File: config.mk
export PLATFORM = sky130hd
export DESIGN_NAME = dmem_arb
export DESIGN_NICKNAME = d
export VERILOG_FILES = /design/src/rtl/dmem_arb_pkg.sv /design/src/rtl/dmem_arb_rr_arb2.sv /design/src/rtl/dmem_arb.sv
export SDC_FILE = /design/constraint.sdc
export NUM_CORES = 1
export LEC_CHECK = 0
export CAP_MARGIN = 20
export CORE_AREA = 2 2 106 108
export CTS_BUF_LIST = sky130_fd_sc_hd__clkbuf_8
export CTS_CLUSTER_DIAMETER = 80
export DETAILED_ROUTE_END_ITERATION = 10
export DIE_AREA = 0 0 108 110
export GPL_TIMING_DRIVEN = 0
export PLACE_DENSITY_LB_ADDON = 0.1
export SLEW_MARGIN = 20
export SYNTH_ARGS = -nofsm -noshare
export SYNTH_HDL_FRONTEND = slang
export SYNTH_SLANG_ARGS = --single-unit
File: constraint.sdc
create_clock -name clk -period 1.3 [get_ports clk]
set_input_delay 0.39 -clock clk [delete_from_list [all_inputs] [get_ports clk]]
set_output_delay 0.39 -clock clk [all_outputs]
set_load 0.1 [all_outputs]
File: src/rtl/dmem_arb_pkg.sv
// Shared definitions for the dual-master data memory arbiter: FSM encoding,
// master indices and default bus widths.
package dmem_arb_pkg;

   localparam int ADDR_W_DEF = 18;
   localparam int DATA_W_DEF = 32;

   localparam logic MST0 = 1'b0;
   localparam logic MST1 = 1'b1;

   typedef enum logic {
      ST_IDLE  = 1'b0,
      ST_ISSUE = 1'b1
   } state_t;

endpackage

File: src/rtl/dmem_arb_rr_arb2.sv
// Two-way round-robin picker; remembers the last granted master and favours
// the other one on a tie. Pointer moves only when a pick is taken.
module rr_arb2
   import dmem_arb_pkg::*;
(
   input  logic       clk,
   input  logic       i_rst_n,
   input  logic [1:0] i_req,
   input  logic       i_take,
   output logic       o_any,
   output logic       o_win
);

   logic r_last;

   always_comb begin
      o_any = |i_req;
      if (i_req == 2'b11) begin
         o_win = ~r_last;
      end else begin
         o_win = i_req[1] ? MST1 : MST0;
      end
   end

   // Starting with MST1 as "last" hands the first tie to master 0.
   always_ff @(posedge clk or negedge i_rst_n) begin
      if (!i_rst_n) begin
         r_last <= MST1;
      end else if (i_take && o_any) begin
         r_last <= o_win;
      end
   end

endmodule

File: src/rtl/dmem_arb.sv
// Dual-master (CPU / DMA) data memory arbiter, one access every two cycles.
// Optional macro DMEM_ARB_ALIGN_CHK_EN suppresses misaligned accesses and adds err.
module dmem_arb
   import dmem_arb_pkg::*;
#(
   parameter int ADDR_W = ADDR_W_DEF,
   parameter int DATA_W = DATA_W_DEF
) (
   input  logic              clk,
   input  logic              rst,
   input  logic              m0_req,
   input  logic              m0_we,
   input  logic [ADDR_W-1:0] m0_addr,
   input  logic [DATA_W-1:0] m0_wdata,
   input  logic              m1_req,
   input  logic              m1_we,
   input  logic [ADDR_W-1:0] m1_addr,
   input  logic [DATA_W-1:0] m1_wdata,
   output logic              m0_gnt,
   output logic              m1_gnt,
   output logic              m0_rvalid,
   output logic              m1_rvalid,
   output logic [DATA_W-1:0] rdata,
   output logic              mem_ena,
   output logic              mem_rw,
   output logic [ADDR_W-1:0] mem_addr,
   output logic [DATA_W-1:0] mem_wdata,
   input  logic [DATA_W-1:0] mem_rdata
`ifdef DMEM_ARB_ALIGN_CHK_EN
   ,
   output logic              err
`endif
);

   state_t            r_state;
   state_t            w_next;
   logic              w_any;
   logic              w_win;
   logic              w_take;
   logic              w_bad;
   logic              w_rd_issue;
   logic              r_win;
   logic              r_we;
   logic [ADDR_W-1:0] r_addr;
   logic [DATA_W-1:0] r_wdata;
   logic              r_rv0;
   logic              r_rv1;
   logic [DATA_W-1:0] r_rdata;

   rr_arb2 u_arb (
      .clk     (clk),
      .i_rst_n (rst),
      .i_req   ({m1_req, m0_req}),
      .i_take  (w_take),
      .o_any   (w_any),
      .o_win   (w_win)
   );

`ifdef DMEM_ARB_ALIGN_CHK_EN
   assign w_bad = |r_addr[1:0];
   assign err   = (r_state == ST_ISSUE) && w_bad;
`else
   assign w_bad = 1'b0;
`endif

   always_ff @(posedge clk or negedge rst) begin
      if (!rst) begin
         r_state <= ST_IDLE;
      end else begin
         r_state <= w_next;
      end
   end

   always_comb begin
      w_next  = r_state;
      w_take  = 1'b0;
      m0_gnt  = 1'b0;
      m1_gnt  = 1'b0;
      mem_ena = 1'b0;
      mem_rw  = 1'b0;
      case (r_state)
         ST_IDLE: begin
            if (w_any) begin
               w_next = ST_ISSUE;
               w_take = 1'b1;
            end
         end
         ST_ISSUE: begin
            w_next  = ST_IDLE;
            m0_gnt  = (r_win == MST0);
            m1_gnt  = (r_win == MST1);
            mem_ena = ~w_bad;
            mem_rw  = r_we & ~w_bad;
         end
         default: w_next = ST_IDLE;
      endcase
   end

   // The memory port sees only the latched request, never the live master buses.
   always_ff @(posedge clk or negedge rst) begin
      if (!rst) begin
         r_win   <= MST0;
         r_we    <= 1'b0;
         r_addr  <= '0;
         r_wdata <= '0;
      end else if (w_take) begin
         r_win   <= w_win;
         r_we    <= (w_win == MST1) ? m1_we    : m0_we;
         r_addr  <= (w_win == MST1) ? m1_addr  : m0_addr;
         r_wdata <= (w_win == MST1) ? m1_wdata : m0_wdata;
      end
   end

   assign w_rd_issue = (r_state == ST_ISSUE) && !r_we && !w_bad;

   always_ff @(posedge clk or negedge rst) begin
      if (!rst) begin
         r_rv0   <= 1'b0;
         r_rv1   <= 1'b0;
         r_rdata <= '0;
      end else begin
         r_rv0 <= w_rd_issue && (r_win == MST0);
         r_rv1 <= w_rd_issue && (r_win == MST1);
         if (w_rd_issue) begin
            r_rdata <= mem_rdata;
         end
      end
   end

   assign mem_addr  = r_addr;
   assign mem_wdata = r_wdata;
   assign rdata     = r_rdata;
   assign m0_rvalid = r_rv0;
   assign m1_rvalid = r_rv1;

endmodule

==> flow_summary.toml, run 1 <==
[status]
status = "finished, violations left"
violations = "negative setup slack"

[routing]
wl_met2_mm = 6.732
viasPerCell = 4.665
antenna_left = 0
wl_met3_mm = 1.153
highest_layer = "met4"
wirelength_mm = 13.15
wl_per_cell_um = 16.60
drt-pass1-iter-count = 4
drt-initial-drc-count = 142
vias = 3695
wl_met1_mm = 4.993
drc_errors = 0

[yosys]
avgSynthCellArea_um2 = 10.16
ys_async_sr_fraction = 1.000
synth_compound_area_frac = 0.09946
synth_top_family_by_area = "simple AND/OR/NAND/NOR gates"
yosys_warnings = 0
synthMuxAreaShare = 0.09743
ys_seq_area_frac = 0.5957
synth-edff-count = 0
yosys.area_share.adder = 0
synth.area.top_cells = "dfrtp_1 (59%), nand2_1 (10%), mux2_1 (9.1%)"
ys.flop_type = "dfrtp_1"
synth_cells = 364
synth_xor_area_frac = 0
yosys.area_share.simple = 0.1647
synth_nets = 502
ys_ff_latch = 88
netlist_area_mm2 = 0.003699
yosysUniqueCellTypes = 20
yosysTopAreaCellShare = 0.5886
synth.largest_area_cell = "dfrtp_1"

[sta]
max_slew_margin = 0.5168
period_needed_ns = 1.568
timing.final.hold_violations = 0
final_max_slew_viol_count = 0
rsz0062_at_grt = "true"
clock_skew_ns = 0.006953
clock.fmax_mhz = 637.7
timing.hold.ws_ns = 0.08496
timing.final.ws_setup_ns = -0.2681
worst_slew_pin_slew_ns = 0.7249
fin_crit_sh = 1.206
setup_tns_ns = -13.70
setup_violations = 173

[critical_path]
cpMaxStageDelayCell = "dfrtp_4"
path_max_fanout = 7
r2r-start = "r_state"
arrival_ns = 1.18
critical_path_class = "flip-flop to output port"
worst-path-buf-inv = 2
cp.required_ns = 0.91
end_kind = "output port"
path_delay_family = "flip-flops"
critPathLaunchType = "flip-flop"
r2r_slack_ns = -0.23
cp.depth = 3
cp_slowest_stage_delay_ns = 0.51
rr_worst_depth = 6
worstPathCellList = "inv_6, nor2_4, buf_8"
regToRegEndpoint = "mem_wdata[4]"

[cts]
cts_tree = "yes"
cts_hold_buf = 0
clkLatencyLatePin_ns = 0.35
h-tree-depth = 3
clkSinkCount = 88
cts_buffers = 9
clk_pin_slew_ns = 0.08
root_buffer = "clkbuf_8"
cts_max_path_buffers = 2

[cells_and_area]
areaGrowthSynthToFinish_pct = 115.6
final_common_cell = "clkdlybuf4s50_1"
most-common-layout-cells = "clkdlybuf4s50_1 (134), nand2_1 (102), buf_12 (88)"
nets = 785
final_layout_size_suffix_gt1_frac = 0.3364
finish.utilization = 0.7455

[place]
port_buffers = 225
dp_hpwl_mm = 8.667
pre_cts_ws_ns = -0.8740
gp_congestion = 0.7753

[pwr]
p_per_area_mw_per_mm2 = 2371
vdd_ir_drop_max_mv = 2.120
leakagePower_nw = 3.585
fin_total_pwr_mw = 18.91

[floorplan]
die_h_um = 110
core_region_area_mm2 = 0.01070
dieWidth_um = 108
initial_core_util = 0.3457
dieArea_mm2 = 0.01188
rows = 38
ioPinCount = 226

[grt]
grt_pass1_vias = 3841
grt_use_total = 0.2150
grt_max_degree = 56
grt_remaining_overflow = 0
grt_antenna_before_repair = 1
grt_pass1_wl_mm = 19.69

[worst_hold_path]
hp-class = "primary input to asynchronous set/reset pin"

[job]
drv_cap = 0
==> worst max path at each step <==
stage	endpoint	from
2_1_floorplan	m0_gnt	r_state
3_3_place_gp	r_state	rst
3_5_place_dp	m1_gnt	r_win
4_1_cts	mem_wdata[4]	r_state
5_1_grt	mem_wdata[7]	r_state
6_report	m0_gnt	r_state
==> sequential cells by signal (all words and copies together), names as in the netlist <==
name          count
m1_rvalid         1
mem_addr         18
u_arb.r_last      1
r_win             1
mem_wdata        32
r_we              1
r_state           1
rdata            32
m0_rvalid         1
==> cells in the mapped netlist, types with 2 or more instances <==
| cell type | instances |
|---|---|
| a31oi_1 | 52 |
| nor3_1 | 2 |
| buf_6 | 2 |
| mux2_2 | 2 |
| buf_2 | 21 |
| nand2_1 | 102 |
| mux2_1 | 30 |
| nor2_1 | 53 |
| dfrtp_1 | 87 |
| buf_4 | 3 |
==> through the flow <==
stage	cell area (um^2)	cells
final	7975	792
after global routing	7975	792
after CTS	7730	773
after detailed placement	6352	730
after global placement	6335	729
after floorplan	3908	364
==> routing by layer <==
metal  track usage  up-vias
met3       0.06702       20
met4       0.07875        0
li1              -     1785
met1        0.2408     1734
met5             0        -
met2        0.3859      156
==> worst reg2reg max path, cell delays in order (launching register included) <==
cell,delay (ns)
dfrtp_4,0.51
buf_4,0.15
o21ba_4,0.26
buf_6,0.12
bufbuf_16,0.24
nor2_1,0.03
a31oi_1,0.13
==> power breakdown <==
part / internal, mW / switching, mW
clock: 0.915 / 0.922
sequential: 3.56 / 0.938
combinational: 5.04 / 7.53
==> area by class of cell <==
type / instances / area, um^2
sequential: 88 / 2208
tap: 140 / 175.2
multi-input combinational: 248 / 1489
inverter: 2 / 12.51
antenna: 1 / 2.502
fill: 714 / 2723
clock inverter: 5 / 48.80
clock buffer: 10 / 137.6
timing repair buffer: 275 / 3635
buffer: 23 / 266.5
==> logic make-up (layout without fill, tap and decap cells) <==
group / after synthesis / count (layout)
compound gates: 57 / 57
buf+inv: 28 / 315
flops: 88 / 88
mux: 32 / 32
other cells: 0 / 1
simple gates: 159 / 159
==> repair_timing <==
item / 4_1_cts / 5_1_grt
endpoints found under the setup margin: 171 / 173
pin swaps: 1 / 0
setup buffers: 24 / 19
endpoints found under the hold margin: 0 / 0
cloned: 4 / 3
gates resized for setup: 802 / 20
Note: power is estimated with default switching activity, not from simulation.
==> run 2, diff against run 1 <==
--- a/config.mk
+++ b/config.mk
@@ -12,7 +12,7 @@
 export DETAILED_ROUTE_END_ITERATION = 10
 export DIE_AREA = 0 0 108 110
 export GPL_TIMING_DRIVEN = 0
-export PLACE_DENSITY_LB_ADDON = 0.1
+export PLACE_DENSITY = 0.85
 export SLEW_MARGIN = 20
 export SYNTH_ARGS = -nofsm -noshare
 export SYNTH_HDL_FRONTEND = slang
==> run 2 against run 1 <==
Net effect: the run still ends with negative setup slack left; global-route usage up 2.6 points; cell count grew 0.13%; non-clock buffer count up 2; routed wire length is 14% higher; core utilization down 0.21 points; critical path type unchanged; critical endpoint is now mem_rw.
==> flow_summary.toml, run 2 (synthesis gave the netlist of run 1 again) <==
[sta]
timing.final.ws_setup_ns = -0.3100
max_slew_margin = 0.5780
timing.hold.ws_ns = 0.04639
clock_skew_ns = 0.01276
setup_violations = 173
period_needed_ns = 1.610
fin_crit_sh = 1.238
clock.fmax_mhz = 621.1
worst_slew_pin_slew_ns = 0.6330
rsz0062_at_grt = "true"
final_max_slew_viol_count = 0
timing.final.hold_violations = 0

[status]
violations = "negative setup slack"
status = "finished, violations left"

[critical_path]
path_max_fanout = 5
arrival_ns = 1.22
critical_path_class = "flip-flop to output port"
end_kind = "output port"
cp.required_ns = 0.91
critPathLaunchType = "flip-flop"

[cells_and_area]
areaGrowthSynthToFinish_pct = 115.0
final_area_mm2 = 0.007953
finish.utilization = 0.7434
most-common-layout-cells = "clkdlybuf4s50_1 (134), nand2_1 (102), buf_12 (91)"
instances_no_fill = 793
nets = 787
final_common_cell = "clkdlybuf4s50_1"
final_layout_size_suffix_gt1_frac = 0.3384
n_antenna_cell = 0

[place]
port_buffers = 225
place_area_mm2 = 0.006352
dp_hpwl_mm = 9.452
dp_cells = 730
gp_congestion = 0.8561

[cts]
clk_pin_slew_ns = 0.09
root_buffer = "clkbuf_8"
cts_max_path_buffers = 2
clkSinkCount = 88
h-tree-depth = 3
cts_tree = "yes"
cts_hold_buf = 0
cts_buffers = 9
clkLatencyLatePin_ns = 0.36

[worst_hold_path]
hp-class = "primary input to asynchronous set/reset pin"

[routing]
vias = 3891
wl_per_cell_um = 18.87
drt-initial-drc-count = 225
antenna_left = 0
drc_errors = 0
viasPerCell = 4.907
drt-pass1-iter-count = 4
wirelength_mm = 14.96

[pwr]
vdd_ir_drop_max_mv = 1.681
p_per_area_mw_per_mm2 = 2401
leakagePower_nw = 3.576

[grt]
grt_pass1_vias = 4184
grt_antenna_before_repair = 0
grt_pass1_wl_mm = 21.79
grt_remaining_overflow = 0
grt_max_degree = 49
grt_use_total = 0.2410

[job]
drv_cap = 0

[floorplan]
ioPinCount = 226
dieArea_mm2 = 0.01188
core_region_area_mm2 = 0.01070
rows = 38
die_h_um = 110
initial_core_util = 0.3457
dieWidth_um = 108
[run 2: cell count changes in the layout (fill, tap and decap cells not counted), moves of 2 or more]
cell	change
buf_6	+8
buf_8	-4
clkbuf_4	-4
buf_12	+3
buf_4	+3
clkbuf_16	-3
a31oi_1	-2
a31oi_2	+2
[run 2: worst max-delay path, stage by stage, from the launching register on]
cell and delay, ns:
dfrtp_4 0.54, and2_4 0.17, buf_12 0.16
[run 2: timing repair]
item                                    4_1_cts  5_1_grt
gates resized for setup                     813       17
endpoints found under the setup margin      171      173
cloned                                        4        0
setup buffers                                31       17
pin swaps                                     1        1
[run 2: worst paths after layout]
path	end	cells past startpoint	slack, ns	startpoint
min in group clk	u_arb.r_last	3	0.40	m1_req
max reg2reg	rdata[28]	7	-0.31	r_state
min reg2reg	m0_rvalid	1	0.52	r_win
max in group asynchronous	u_arb.r_last	2	0.53	rst
min	rdata[6]	1	0.05	rst
max	mem_rw	2	-0.31	r_state
[run 2: report_power, final]
group | switching [mW] | internal [mW] | total, mW | leakage, nW
logic | 7.65 | 5.06 | 12.7 | 2.47
clock network | 0.965 | 0.859 | 1.82 | 0.0975
registers | 0.994 | 3.56 | 4.55 | 1.01
total | 9.61 | 9.48 | 19.1 | 3.58
[run 2: cell type report]
cell class                      count  area [um^2]
Buffer                             25        277.8
Clock inverter                      6        55.05
Inverter                            2        15.01
Timing Repair Buffer              275         3602
Clock buffer                        9        123.9
Tap cell                          140        175.2
Sequential cell                    88         2208
Fill cell                         667         2745
Multi-Input combinational cell    248         1495
[run 2: stage by stage]
| step | setup slack (ns) | power, mW | TNS (ns) |
|---|---|---|---|
| 5_1_grt | -0.3506 | 19.67 | -28.32 |
| 3_5_place_dp | -0.8499 | 14.12 | -86.37 |
| 2_1_floorplan | -0.2858 | 11.51 | -16.91 |
| 3_3_place_gp | -3.906 | 14.00 | -375.24 |
| 4_1_cts | -0.3299 | 18.62 | -22.57 |
| 6_report | -0.3100 | 19.09 | -20.74 |
[run 2: routing by layer]
layer,part of all wire,global-route usage,vias up
met2,0.51,0.4277,198
met5,0,0,-
met4,0.024,0.1016,0
met3,0.095,0.08760,30
met1,0.37,0.2603,1875
li1,-,-,1788
